--- src/rtl/touch_stroke_renderer.sv ---
// Turns FT6206 touch samples into VRAM pixel writes: background fill on reset/clear,
// isolated dots on pen-down, and gap-free Bresenham segments between successive points.
module touch_stroke_renderer #(
    parameter int            DISPLAY_WIDTH  = 240,
    parameter int            DISPLAY_HEIGHT = 320,
    parameter int            VRAM_L         = DISPLAY_WIDTH * DISPLAY_HEIGHT,
    parameter logic [15:0]   BG_COLOR       = 16'h000F,
    parameter logic [15:0]   INK_COLOR      = 16'hFC18,
    localparam int           AW             = $clog2(VRAM_L)
) (
    input  logic          clk,
    input  logic          rstb,
    input  logic          touch_valid,
    input  logic [8:0]    touch_x,
    input  logic [8:0]    touch_y,
    input  logic          clear,
    output logic          vram_wr_ena,
    output logic [AW-1:0] vram_wr_addr,
    output logic [15:0]   vram_wr_data,
    output logic          busy
);

    typedef enum logic [1:0] {S_CLEAR, S_IDLE, S_LINE} state_t;

    localparam logic [9:0]    W_LIM   = 10'(DISPLAY_WIDTH);
    localparam logic [9:0]    H_LIM   = 10'(DISPLAY_HEIGHT);
    localparam logic [17:0]   W18     = 18'(DISPLAY_WIDTH);
    localparam logic [AW-1:0] CLR_TOP = AW'(VRAM_L - 1);

    state_t             state, state_nxt;
    logic               pen_down, pen_nxt;
    logic [8:0]         last_x, last_y, lx_nxt, ly_nxt;
    logic [8:0]         cx, cy, ex, ey, cx_nxt, cy_nxt, ex_nxt, ey_nxt;
    logic signed [9:0]  dx, dy, dx_nxt, dy_nxt;
    logic signed [1:0]  sx, sy, sx_nxt, sy_nxt;
    logic signed [10:0] err, err_nxt;
    logic [AW-1:0]      clr_cnt, clr_nxt;
    logic               we_nxt;
    logic [AW-1:0]      wa_nxt;
    logic [15:0]        wd_nxt;

    logic               in_range, step_x, step_y;
    logic signed [9:0]  ddx, ddy, adx, ady;
    logic signed [11:0] e2, dx12, dy12, ndy12, err12, err_upd;
    logic [17:0]        touch_addr, cur_addr;

    // Full-width address products; the range check guarantees they fit in AW bits.
    assign touch_addr = 18'(touch_y) * W18 + 18'(touch_x);
    assign cur_addr   = 18'(cy) * W18 + 18'(cx);

    assign in_range = ({1'b0, touch_x} < W_LIM) && ({1'b0, touch_y} < H_LIM);
    assign ddx      = $signed({1'b0, touch_x}) - $signed({1'b0, last_x});
    assign ddy      = $signed({1'b0, touch_y}) - $signed({1'b0, last_y});
    assign adx      = ddx[9] ? -ddx : ddx;
    assign ady      = ddy[9] ? -ddy : ddy;

    assign e2     = {err, 1'b0};
    assign dx12   = {{2{dx[9]}}, dx};
    assign dy12   = {{2{dy[9]}}, dy};
    assign ndy12  = -dy12;
    assign err12  = {err[10], err};
    assign step_x = e2 > ndy12;
    assign step_y = e2 < dx12;

    // Both error corrections are decided from the pre-update err.
    always_comb begin
        err_upd = err12;
        if (step_x) err_upd = err_upd - dy12;
        if (step_y) err_upd = err_upd + dx12;
    end

    always_comb begin
        state_nxt = state;
        pen_nxt   = pen_down;
        lx_nxt    = last_x;
        ly_nxt    = last_y;
        cx_nxt    = cx;
        cy_nxt    = cy;
        ex_nxt    = ex;
        ey_nxt    = ey;
        dx_nxt    = dx;
        dy_nxt    = dy;
        sx_nxt    = sx;
        sy_nxt    = sy;
        err_nxt   = err;
        clr_nxt   = clr_cnt;
        we_nxt    = 1'b0;
        wa_nxt    = vram_wr_addr;
        wd_nxt    = vram_wr_data;

        case (state)
            S_CLEAR: begin
                we_nxt = 1'b1;
                wa_nxt = clr_cnt;
                wd_nxt = BG_COLOR;
                if (clr_cnt == '0) state_nxt = S_IDLE;
                else               clr_nxt   = clr_cnt - AW'(1);
            end
            S_IDLE: begin
                if (!touch_valid) begin
                    pen_nxt = 1'b0;
                end else if (in_range) begin
                    if (!pen_down) begin
                        we_nxt  = 1'b1;
                        wa_nxt  = touch_addr[AW-1:0];
                        wd_nxt  = INK_COLOR;
                        lx_nxt  = touch_x;
                        ly_nxt  = touch_y;
                        pen_nxt = 1'b1;
                    end else if (touch_x != last_x || touch_y != last_y) begin
                        cx_nxt    = last_x;
                        cy_nxt    = last_y;
                        ex_nxt    = touch_x;
                        ey_nxt    = touch_y;
                        dx_nxt    = adx;
                        dy_nxt    = ady;
                        sx_nxt    = (touch_x >= last_x) ? 2'b01 : 2'b11;
                        sy_nxt    = (touch_y >= last_y) ? 2'b01 : 2'b11;
                        err_nxt   = {adx[9], adx} - {ady[9], ady};
                        state_nxt = S_LINE;
                    end
                end
            end
            S_LINE: begin
                we_nxt = 1'b1;
                wa_nxt = cur_addr[AW-1:0];
                wd_nxt = INK_COLOR;
                if (cx == ex && cy == ey) begin
                    lx_nxt    = ex;
                    ly_nxt    = ey;
                    state_nxt = S_IDLE;
                end else begin
                    err_nxt = err_upd[10:0];
                    if (step_x) cx_nxt = cx + {{7{sx[1]}}, sx};
                    if (step_y) cy_nxt = cy + {{7{sy[1]}}, sy};
                end
            end
            default: state_nxt = S_CLEAR;
        endcase

        // Clear wins over everything; the cycle that takes it emits no write.
        if (clear) begin
            state_nxt = S_CLEAR;
            clr_nxt   = CLR_TOP;
            pen_nxt   = 1'b0;
            we_nxt    = 1'b0;
        end
    end

    always_ff @(posedge clk) begin
        if (!rstb) begin
            state        <= S_CLEAR;
            clr_cnt      <= CLR_TOP;
            pen_down     <= 1'b0;
            last_x       <= '0;
            last_y       <= '0;
            cx           <= '0;
            cy           <= '0;
            ex           <= '0;
            ey           <= '0;
            dx           <= '0;
            dy           <= '0;
            sx           <= 2'b01;
            sy           <= 2'b01;
            err          <= '0;
            vram_wr_ena  <= 1'b0;
            vram_wr_addr <= '0;
            vram_wr_data <= '0;
            busy         <= 1'b1;
        end else begin
            state        <= state_nxt;
            clr_cnt      <= clr_nxt;
            pen_down     <= pen_nxt;
            last_x       <= lx_nxt;
            last_y       <= ly_nxt;
            cx           <= cx_nxt;
            cy           <= cy_nxt;
            ex           <= ex_nxt;
            ey           <= ey_nxt;
            dx           <= dx_nxt;
            dy           <= dy_nxt;
            sx           <= sx_nxt;
            sy           <= sy_nxt;
            err          <= err_nxt;
            vram_wr_ena  <= we_nxt;
            vram_wr_addr <= wa_nxt;
            vram_wr_data <= wd_nxt;
            busy         <= (state_nxt != S_IDLE);
        end
    end

endmodule

--- config.mk ---
export PLATFORM = sky130hd
export DESIGN_NAME = touch_stroke_renderer
export DESIGN_NICKNAME = d
export VERILOG_FILES = /design/src/rtl/touch_stroke_renderer.sv
export SDC_FILE = /design/constraint.sdc
export NUM_CORES = 1
export LEC_CHECK = 0
export ABC_AREA = 1
export BUFFER_PORTS_ARGS = -buffer_cell sky130_fd_sc_hd__buf_2
export CAP_MARGIN = 20
export CORE_MARGIN = 8
export CORE_UTILIZATION = 60
export DETAILED_ROUTE_END_ITERATION = 10
export PLACE_DENSITY = 0.78
export SKIP_LAST_GASP = 1
export SYNTH_ARGS = -nofsm -noshare
export SYNTH_HDL_FRONTEND = slang
export SYNTH_SLANG_ARGS = --single-unit
--- constraint.sdc ---
create_clock -name clk -period 5.2 [get_ports clk]
set_clock_uncertainty 0.15 [all_clocks]
set_input_delay 1.04 -clock clk [delete_from_list [all_inputs] [get_ports clk]]
set_output_delay 1.04 -clock clk [all_outputs]
set_load 0.05 [all_outputs]
# Word level (Yosys, flattened, before mapping)

Index checks and enable logic that the tools add are counted.

Equality and inequality tests: 17
Add/subtract/negate cells: 13
$mul: 2
Reduce and logical (&&, ||, !) cells: 17
Order comparisons: 6
Bitwise gates (word level): 2
Multiplexer cells: 58

Operators with widths:

| cell                                                                  | count |
|---|---|
| 9-bit two-way mux                                                     | 20 |
| 11-bit two-way mux                                                    | 7 |
| 9-bit one-hot mux with 2 select lines                                 | 4 |
| 17-bit two-way mux                                                    | 3 |
| 17-bit one-hot mux with 3 select lines                                | 1 |
| 16-bit two-way mux                                                    | 3 |
| 16-bit one-hot mux with 3 select lines                                | 1 |
| 17-bit by 9-bit adder with 17-bit output                              | 2 |
| 9-bit by 4-bit multiplier with 13-bit output (second input constant)  | 2 |
| 11-bit one-hot mux with 2 select lines                                | 1 |
| 10-bit two-way mux                                                    | 2 |
| 10-bit negator                                                        | 2 |
| 9-bit by 9-bit subtractor with 10-bit output                          | 2 |
| 9-bit adder                                                           | 2 |
| 9-bit equality test                                                   | 2 |
| 9-bit greater-or-equal comparator                                     | 2 |
| 2-bit two-way mux                                                     | 9 |
| 2-bit inequality test (second input constant)                         | 9 |
| 9-bit inequality test                                                 | 2 |
| 17-bit zero test                                                      | 1 |
| 17-bit by 1-bit subtractor with 17-bit output (second input constant) | 1 |
| 7-bit AND reduction                                                   | 2 |
| 12-bit greater-than comparator                                        | 1 |
| 12-bit by 10-bit less-than comparator with 1-bit output               | 1 |
| 23 further kinds                                                      | 33 |

Word-level logic and storage cells: 133
Output and inout bits: 35
Register bits after elaboration: 144
Bits of input ports: 22

# Longest topological paths before layout

Gate-level depths: netlist of the first run.

Depth after elaboration: 9
Depth in mapped cells: 31
Gate-level depth less buffers: 30

# Least setup slack after synthesis of the first run

Ideal clock, no wire load.

Path type: input to register
From: input touch_y[3]
To: register vram_wr_addr[15]
Path buffers: 0
Setup time: 0.070 ns
Data required time: 4.980 ns
Arrival time: 3.982 ns
Cell stages on the path: 19
Slack: 0.998 ns
Cells stage by stage: inv_1 -> fa_1 -> fa_1 -> inv_1 -> ha_1 -> xnor2_1 -> ha_1 -> nand2_1 -> nor2_1 -> nand2_1 -> nand4_1 -> nand2_1 -> nor3_4 -> nand3_1 -> nand2_1 -> nand3_1 -> nand2_1 -> nand2_1 -> a21oi_1

Longest elaborated chain between the ends: 6
Elaborated cells on any way between the ends: 10
Those cells by class: add/sub: 1; mul: 1; order compare: 1; eq/ne: 1; mux: 4; reduce/logical: 2

RTL lines:

| what                                         | line | RTL |
|---|---|---|
| start: declaration                           | 15   | `input logic [8:0] touch_y,` |
| 9-bit by 4-bit multiplier with 13-bit output | 48   | `assign touch_addr = 18'(touch_y) * W18 + 18'(touch_x);` |
| 17-bit by 9-bit adder with 17-bit output     | 48   |  |
| 17-bit two-way mux                           | 103  | `if (!pen_down) begin` |
| 17-bit two-way mux                           | 102  | `end else if (in_range) begin` |
| 17-bit two-way mux                           | 100  | `if (!touch_valid) begin` |
| 17-bit one-hot mux with 3 select lines       | 91   | `case (state)` |
| end signal: assignment                       | 186  | `vram_wr_addr <= wa_nxt;` |
| end: declaration                             | 18   | `output logic [AW-1:0] vram_wr_addr,` |

Parallel ways exist; a longest one is shown, timed or not. The select of a mux whose other input is x is not followed.
A chain may end at the register's enable or synchronous reset.

# Worst setup path in the final report of the first run

From: register dy[0]
To: register err[10]

Longest elaborated chain between the ends: 7
Elaborated cells on any way between the ends: 8
Those cells by class: add/sub: 3; order compare: 1; mux: 4

RTL lines:

| what                                      | line | RTL |
|---|---|---|
| start: declaration                        | 34   | `logic signed [9:0] dx, dy, dx_nxt, dy_nxt;` |
| start signal: assignment                  | 181  | `dy <= dy_nxt;` |
| 10-bit negator with 12-bit output         | 60   | `assign ndy12 = -dy12;` |
| 12-bit greater-than comparator            | 62   | `assign step_x = e2 > ndy12;` |
| 11-bit two-way mux *                      | 68   | `if (step_x) err_upd = err_upd - dy12;` |
| 11-bit by 10-bit adder with 11-bit output | 69   | `if (step_y) err_upd = err_upd + dx12;` |
| 11-bit two-way mux *                      | 69   |  |
| 11-bit two-way mux *                      | 128  | `if (cx == ex && cy == ey) begin` |
| 11-bit one-hot mux with 2 select lines *  | 91   |  |
| end signal: assignment                    | 184  | `err <= err_nxt;` |
| end: declaration                          | 36   | `logic signed [10:0] err, err_nxt;` |

Every way passes the cells marked *; elsewhere a longest branch is shown, timed or not. The select of a mux whose other input is x is not followed.

==> metrics.cfg, run 1 <==
[logic_synthesis]
ys_warn_count = 0
synthFlopType = dfxtp_1
synth_area_sq_um = 12800
synth_area_leaders = dfxtp_1, ha_1, nand2_1
synth_seq_cells = 129
ys_async_sr_fraction = 0
synth.distinct_cells = 56
yosysMostFrequentCell = nand2_1
yosysTopAreaCell = dfxtp_1
synth_edf_count = 0
syn_avg_cell_area_sq_um = 6.69
netlist_instances = 1917
synth_common_cells = nand2_1, inv_1, o21ai_0
ys_seq_area_frac = 0.201
netlist.area_leader.share = 0.201

[finish]
final_util = 0.656
nets = 2142
area_growth_pct = 7.47
antennaDiodeCount = 0
drive_above_1_share = 0.0787
fillCellCount = 1962

[power_and_ir_drop]
ir_drop_mv = 0.224
p_per_area_nw_per_um2 = 221
p_total_mw = 3.04
p_leak_nw = 6.86

[sta]
rsz0062_at_grt = false
final-setup-viol-count = 0
max_slew_margin = 0.355
finalCriticalPeriod_ps = 4570
timing.fmax_mhz = 219
hold_viol_final = 0
worst_slew_pin_slew_ps = 968
finalMaxSlewViolations = 0
fin_setup_tns_ps = 0
postLayoutSetupSlackWorst_ps = 629
hold-worst-slack_ps = 306
post-route-period-util = 0.879

[global_route]
grt_pass1_vias = 12040
grt_max_degree = 66
grt_use_total = 0.266
grt_overflow = 0
grt_pass1_wl_um = 57600
antenna_found_initial = 1

[clock_tree]
cts_setup_buffers = 0
worst_skew_pair.late_latency_ps = 430
cts.sinks = 129
clockBufferDepth = 2
cts_htree_levels = 4
hold_buffers = 0
cts_root_buf = clkbuf_16
cts_resized = 0
cts_inserted_buffers = 17
cts_tree = built
clk_pin_slew_ps = 70

[setup_path]
worst-path-max-fanout = 19
worstSetupPathType = reg2reg
reg2regPathDepth = 28
end_kind = register
startpoint = dy[0]$_SDFFE_PN0P_
r2r_start = dy[0]$_SDFFE_PN0P_
cp.required_ps = 5410
r2r-end = err[10]$_SDFFE_PN0P_
worstSetupStartpointType = register
r2r_setup_slack_ps = 630
critPathMaxStageDelay_ps = 350
cp.arrival_ps = 4780
path_common_cell = nand2_1
slowest_stage = dfxtp_1

[placed_design]
gp_congestion = 0.946
hpwl_um = 27000
port-buffer-count = 51
dp_slack_ps = 415

[hold_path]
whs_path_depth = 2
min_from = clr_cnt[16]$_SDFFE_PP1P_
hold_path.class = reg2reg
min_to = clr_cnt[16]$_SDFFE_PP1P_

[route]
ant_nets = 0
first_pass_iters = 5
drc = 0
avgRoutedWirePerCell_um = 15.5
wl_um = 34600
vias = 12480
routed_via_density = 5.59
initialDrtViolationCount = 861

[run_status]
status = finished clean

[floorplan]
rows = 53
coreArea_sq_um = 21000
die_x_um = 162
ioPinCount = 57
dieArea_sq_um = 26300
dieHeight_um = 162
start_util = 0.610

[job]
cap_violations = 0

-- logic make-up after synthesis --
| logic type | after synthesis | share of synthesized area |
|---|---|---|
| AOI/OAI and AO/OA | 405 | 0.176 |
| xor gates and xnor gates | 77 | 0.0532 |
| adders and majority gates | 174 | 0.193 |
| buffers and inverters | 342 | 0.110 |
| DFF | 129 | 0.201 |
| muxes | 3 | 0.00234 |
| other | 1 | 0.000292 |
| and+or+nand+nor | 786 | 0.265 |
-- final cells by class --
| class | instances | area, sq um | area share |
|---|---|---|---|
| multi-input combinational | 1450 | 8850 | 0.642 |
| sequential | 129 | 2580 | 0.187 |
| inverter | 287 | 1080 | 0.0782 |
| clock buffer | 17 | 425 | 0.0309 |
| tap | 275 | 344 | 0.0250 |
| timing repair buffer | 61 | 330 | 0.0240 |
| clock inverter | 14 | 174 | 0.0126 |
-- worst max-delay path by stage --
stage	slack, ps	end	cells past startpoint
final	630	err[10]$_SDFFE_PN0P_	28
after global routing	100	err[7]$_SDFFE_PN0P_	24
after CTS	650	err[10]$_SDFFE_PN0P_	27
after detailed placement	410	err[9]$_SDFFE_PN0P_	24
after global placement	490	err[9]$_SDFFE_PN0P_	24
after floorplan	1000	vram_wr_addr[15]$_SDFFE_PN0P_	19
-- per-stage QoR --
| stage | area (sq um) | cells |
|---|---|---|
| detailed placement | 13200 | 2202 |
| finish | 13800 | 2233 |
| global placement | 13200 | 2202 |
| floorplan | 12800 | 1921 |
| global route | 13800 | 2233 |
| CTS | 13800 | 2233 |
-- power breakdown --
part / switching (mW) / internal [mW] / total, mW
combinational: 0.537 / 0.259 / 0.796
clock: 0.523 / 0.723 / 1.25
sequential: 0.00466 / 0.996 / 1.00
-- critical path, delay by kind of cell (launching register included) --
family | cells | cell delay [ps]
compound gates | 1 | 140
fa+ha+maj | 2 | 630
buf+inv | 3 | 290
xor+xnor | 1 | 170
simple gates | 21 | 2790
flops | 1 | 350
-- layout by cell type, fill, tap and decap left out, types with 4 or more instances in the layout --
cell	count
clkbuf_16	17
xor2_1	46
a31oi_1	20
nor2_1	151
a21oi_1	143
nor3_4	4
buf_2	51
conb_1	5
ha_1	135
o21bai_1	8
nand4_1	31
nand2_2	4
inv_1	273
fa_1	39
buf_4	10
a21oi_2	13
inv_8	5
o21ai_1	12
nand3b_1	6
a21o_1	7
o22ai_1	6
nand3_1	114
o21ai_0	159
a211oi_1	13
xnor2_1	30
nor3_1	19
o31ai_1	4
nand2_1	430
o21a_1	4
dfxtp_1	129
inv_2	13
nor2_2	5
or2_2	9
o211ai_1	4
-- sequential cells by signal (all words and copies together), names as in the netlist, 9 cells and up --
| signal | cells |
|---|---|
| cy | 9 |
| ey | 9 |
| dy | 10 |
| ex | 9 |
| clr_cnt | 17 |
| cx | 9 |
| last_y | 9 |
| last_x | 9 |
| dx | 10 |
| vram_wr_addr | 17 |
| err | 11 |
-- per-layer routing --
layer | share of wire | track usage
met1 | 0.43 | 0.321
met2 | 0.49 | 0.464
met3 | 0.047 | 0.0425
met4 | 0.037 | 0.109
met5 | 0.00038 | 0
Note: power is estimated with default switching activity, not from simulation.
==> run 2, diff against run 1 <==
--- a/config.mk
+++ b/config.mk
@@ -9,9 +9,9 @@
 export BUFFER_PORTS_ARGS = -buffer_cell sky130_fd_sc_hd__buf_2
 export CAP_MARGIN = 20
 export CORE_MARGIN = 8
-export CORE_UTILIZATION = 60
+export CORE_UTILIZATION = 50
 export DETAILED_ROUTE_END_ITERATION = 10
-export PLACE_DENSITY = 0.78
+export PLACE_DENSITY = 0.67
 export SKIP_LAST_GASP = 1
 export SYNTH_ARGS = -nofsm -noshare
 export SYNTH_HDL_FRONTEND = slang
==> run 2 against run 1 <==
  * Maximum frequency hardly changed
  * Core utilization fell by 11 points
  * Die area up 18%
  * Sequential cell count did not move
  * Total power decreased by 1.9%
  * Critical endpoint unchanged
  * Largest cell class unchanged
==> metrics.cfg, run 2 (synthesized netlist as in run 1, its figures left out) <==
[route]
vias = 12382
routed_via_density = 5.41
highest_layer = met5
first_pass_iters = 8
wl_um = 35000
initialDrtViolationCount = 923
wl_met1_um = 16100
ant_nets = 0
drc = 0
dr_wl_met2_um = 16500
route.met3.wl_um = 1350
avgRoutedWirePerCell_um = 15.3

[setup_path]
critPathMaxStageDelay_ps = 540
worstSetupStartpointType = register
path_common_cell = nand2_1
r2r_setup_slack_ps = 630
cp.arrival_ps = 4780
reg2regPathDepth = 28
r2r_start = dy[1]$_SDFFE_PN0P_
slowest_stage = o21ai_0
worst-path-max-fanout = 13
cp.required_ps = 5400
worstSetupPathType = reg2reg
end_kind = register
r2r-end = err[10]$_SDFFE_PN0P_

[finish]
regArea_sq_um = 2580
drive_above_1_share = 0.0791
antennaDiodeCount = 0
multiInputGateArea_sq_um = 8850
fillCellCount = 2528
area_growth_pct = 7.78
final_common_cell = nand2_1
final_cell_mix = nand2_1, inv_1, o21ai_0
reg_top3 = clr_cnt: 17 flops, vram_wr_addr: 17 flops, err: 11 flops
nets = 2142

[global_route]
grt_use_total = 0.229
grt_pass1_vias = 11878
grt_pass1_wl_um = 58500
grt_max_degree = 66
grt_overflow = 0
antenna_found_initial = 1

[floorplan]
dieArea_sq_um = 31000
ioPinCount = 57
rows = 58
start_util = 0.509
die_x_um = 176
coreArea_sq_um = 25200
dieHeight_um = 176

[sta]
finalMaxSlewViolations = 0
post-route-period-util = 0.880
hold-worst-slack_ps = 302
fin_setup_tns_ps = 0
timing.fmax_mhz = 219
finalCriticalPeriod_ps = 4570
worst_slew_pin_slew_ps = 824
hold_viol_final = 0
rsz0062_at_grt = false
final-setup-viol-count = 0
max_slew_margin = 0.450

[placed_design]
hpwl_um = 27400
port-buffer-count = 51
gp_congestion = 0.930

[clock_tree]
clockBufferDepth = 2
cts_tree = built
cts_setup_buffers = 0
clk_pin_slew_ps = 70
cts_root_buf = clkbuf_16
worst_skew_pair.late_latency_ps = 430
cts_inserted_buffers = 17
hold_buffers = 0
cts.sinks = 129
cts_htree_levels = 4
cts_resized = 0

[hold_path]
min_to = clr_cnt[16]$_SDFFE_PP1P_
whs_path_depth = 2
hold_path.class = reg2reg
min_from = clr_cnt[16]$_SDFFE_PP1P_

[run_status]
status = finished clean

[power_and_ir_drop]
p_leak_nw = 6.85
ir_drop_mv = 0.252
p_per_area_nw_per_um2 = 216

[job]
cap_violations = 0

run 2: cell count changes in the layout (fill, tap and decap cells not counted), sizes merged:
| cell | previous run | this run |
|---|---|---|
| inv | 293 | 297 |
| bufinv | 2 | 0 |
| clkbuf | 17 | 18 |
| clkinv | 3 | 2 |
| clkinvlp | 3 | 2 |
run 2: final cells by class:
| class | count | area share |
|---|---|---|
| multi-input combinational | 1450 | 0.640 |
| sequential | 129 | 0.187 |
| inverter | 287 | 0.0779 |
| clock buffer | 18 | 0.0318 |
| tap | 330 | 0.0299 |
| timing repair buffer | 61 | 0.0239 |
| clock inverter | 14 | 0.00942 |
run 2: layer usage:
layer	vias up	track usage
met5	-	0
met4	2	0.0904
met3	72	0.0291
met2	293	0.395
met1	5666	0.285
li1	6349	-
run 2: where the power goes:
part / leakage, nW / total, mW / switching, mW / internal (mW)
clock: 0.277 / 1.19 / 0.540 / 0.647
combinational: 5.53 / 0.799 / 0.541 / 0.259
sequential: 1.05 / 1.00 / 0.00466 / 0.995
run 2: per-stage QoR:
step	cells	util	area [sq um]	power, mW	setup slack, ps
global route	2289	0.549	13800	3.15	207
floorplan	1921	-	12800	1.63	998
CTS	2289	0.549	13800	3.00	650
detailed placement	2257	0.526	13300	1.82	371
global placement	2257	0.526	13300	1.81	400
finish	2289	0.549	13800	2.99	625
run 2: worst max-delay path: cells and delay by family, from the launching register on:
kind	cells	cell delay [ps]
and+or+nand+nor	20	2040
adders and majority gates	3	920
AOI/OAI and AO/OA	3	850
DFF	1	320
buffers and inverters	2	220
run 2: how the worst max path moves through the flow:
stage	startpoint	to	slack (ps)	cells after the start
floorplan	touch_y[3]	vram_wr_addr[15]$_SDFFE_PN0P_	1000	19
global placement	touch_x[0]	err[8]$_SDFFE_PN0P_	400	19
detailed placement	touch_x[0]	err[8]$_SDFFE_PN0P_	370	19
CTS	dy[1]$_SDFFE_PN0P_	err[10]$_SDFFE_PN0P_	650	30
global route	dy[1]$_SDFFE_PN0P_	err[10]$_SDFFE_PN0P_	210	31
finish	dy[1]$_SDFFE_PN0P_	err[10]$_SDFFE_PN0P_	630	28
==> run 3, diff against run 2 <==
==> constraint.sdc (replaced) <==
create_clock -name clk -period 4.45 [get_ports clk]
set_clock_uncertainty 0.15 [all_clocks]
set_input_delay 0.89 -clock clk [delete_from_list [all_inputs] [get_ports clk]]
set_output_delay 0.89 -clock clk [all_outputs]
set_load 0.05 [all_outputs]
==> run 3 against run 2 <==
  * Core utilization grew 3.0 points
  * Clock power grew 29%
  * Global-route usage up 0.71 points
  * Combinational power grew 21%
  * Total power is 23% higher
  * Hold slack worse by 7.9 ps
  * Final cell count up 2.8%
  * Via count rose by 2.9%
  * Critical endpoint unchanged
  * Largest power group unchanged
==> metrics.cfg, run 3 (synthesized netlist as in run 1, its figures left out) <==
[sta]
worst_slew_pin_slew_ps = 818
finalCriticalPeriod_ps = 4240
final-setup-viol-count = 0
postLayoutSetupSlackWorst_ps = 208
hold-worst-slack_ps = 294
rsz0062_at_grt = true
max_slew_margin = 0.453
timing.fmax_mhz = 236
fin_setup_tns_ps = 0
hold_viol_final = 0
post-route-period-util = 0.953
finalMaxSlewViolations = 0

[global_route]
grt_pass1_vias = 12401
grt_overflow = 0
grt_max_degree = 66
antenna_found_initial = 0
grt_pass1_wl_um = 60200
grt_use_total = 0.236

[floorplan]
rows = 58
coreArea_sq_um = 25200
start_util = 0.509
ioPinCount = 57
dieArea_sq_um = 31000
die_x_um = 176
dieHeight_um = 176

[clock_tree]
hold_buffers = 0
clockBufferDepth = 2
cts_root_buf = clkbuf_16
cts_tree = built
cts.sinks = 129
cts_inserted_buffers = 17
cts_htree_levels = 4
worst_skew_pair.late_latency_ps = 430
clk_pin_slew_ps = 70

[finish]
nets = 2206
area_growth_pct = 13.7
multiInputGateArea_sq_um = 9020
regArea_sq_um = 2580
final_common_cell = nand2_1
drive_above_1_share = 0.126
antennaDiodeCount = 0
final_util = 0.579
reg_top3 = clr_cnt: 17 flops, vram_wr_addr: 17 flops, err: 11 flops
final_cell_mix = nand2_1, inv_1, o21ai_0
fillCellCount = 2456

[route]
initialDrtViolationCount = 759
first_pass_iters = 5
wl_um = 36600
drc = 0
avgRoutedWirePerCell_um = 15.6
ant_nets = 0
vias = 12744
routed_via_density = 5.42

[power_and_ir_drop]
clkPwrFrac = 0.419
power.net_switching_mw = 1.31
p_seq_frac = 0.318
switching_share = 0.357
p_leak_nw = 7.23
ir_drop_mv = 0.259
share_comb_of_total_power = 0.263
p_per_area_nw_per_um2 = 252
power.internal_mw = 2.37

[run_status]
status = finished clean

[setup_path]
slowest_stage = dfxtp_1
end_kind = register
worstSetupPathType = reg2reg
cp.arrival_ps = 4450
worst-path-max-fanout = 5
worstSetupStartpointType = register
cp.required_ps = 4660
critPathMaxStageDelay_ps = 320
critPathTopFamily = simple AND/OR/NAND/NOR gates
crit_buf_inv = 4
path_common_cell = nand2_1

[placed_design]
port-buffer-count = 51
hpwl_um = 28500
gp_congestion = 0.918
dp_slack_ps = -43.4

[job]
cap_violations = 0

[hold_path]
hold_path.class = reg2reg

## run 3: cell types whose count changed in the layout (fill, tap and decap cells not counted), moves of 5 or more
cell	change
o21ai_0	-6
buf_4	+61
ha_1	-8
nor2_1	-5
ha_4	+5
## run 3: layout make-up
class / instances / share of cell area
Tap cell: 330 / 0.0283
Sequential cell: 129 / 0.177
Inverter: 287 / 0.0739
Clock inverter: 15 / 0.0140
Clock buffer: 17 / 0.0292
Multi-Input combinational cell: 1450 / 0.619
Timing Repair Buffer: 125 / 0.0589
## run 3: per-layer routing
layer	GRT usage	vias up	share of wire
met5	0	-	0
met2	0.420	313	0.49
met1	0.281	5886	0.43
met3	0.0382	72	0.047
met4	0.0855	0	0.030
li1	-	6473	-
## run 3: worst paths after layout
| check | end | depth (start not counted) | start | slack, ps |
|---|---|---|---|---|
| setup reg to reg | err[10]$_SDFFE_PN0P_ | 29 | dy[2]$_SDFFE_PN0P_ | 210 |
| setup / recovery | err[10]$_SDFFE_PN0P_ | 29 | dy[2]$_SDFFE_PN0P_ | 210 |
| hold / removal | clr_cnt[16]$_SDFFE_PP1P_ | 2 | clr_cnt[16]$_SDFFE_PP1P_ | 290 |
| hold reg to reg | clr_cnt[16]$_SDFFE_PP1P_ | 2 | clr_cnt[16]$_SDFFE_PP1P_ | 290 |
## run 3: repair_timing
action,in CTS,in global routing
gates resized for setup,0,48
setup buffers,0,2
endpoints found under the setup margin,0,8
## run 3: stage by stage
step	cell area (sq um)	power, mW	cells
final	14600	3.68	2353
after floorplan	12800	1.90	1921
after global routing	14600	3.87	2353
after global placement	13700	2.14	2317
after detailed placement	13700	2.16	2317
after CTS	14300	3.70	2349
## run 3: worst reg2reg max path: cells and delay by family, from the launching register on
kind	cells	cell delay, ps
xor gates and xnor gates	1	150
and+or+nand+nor	21	2570
DFF	1	320
buffers and inverters	4	300
adders and majority gates	2	540
AOI/OAI and AO/OA	1	150
## run 3: power by group through the flow
stage	Clock [mW]	Combinational, mW	Sequential, mW
3_3_place_gp	0	0.947	1.20
2_1_floorplan	0	0.679	1.22
6_report	1.54	0.968	1.17
5_1_grt	1.61	1.10	1.17
4_1_cts	1.57	0.967	1.17
3_5_place_dp	0	0.962	1.19
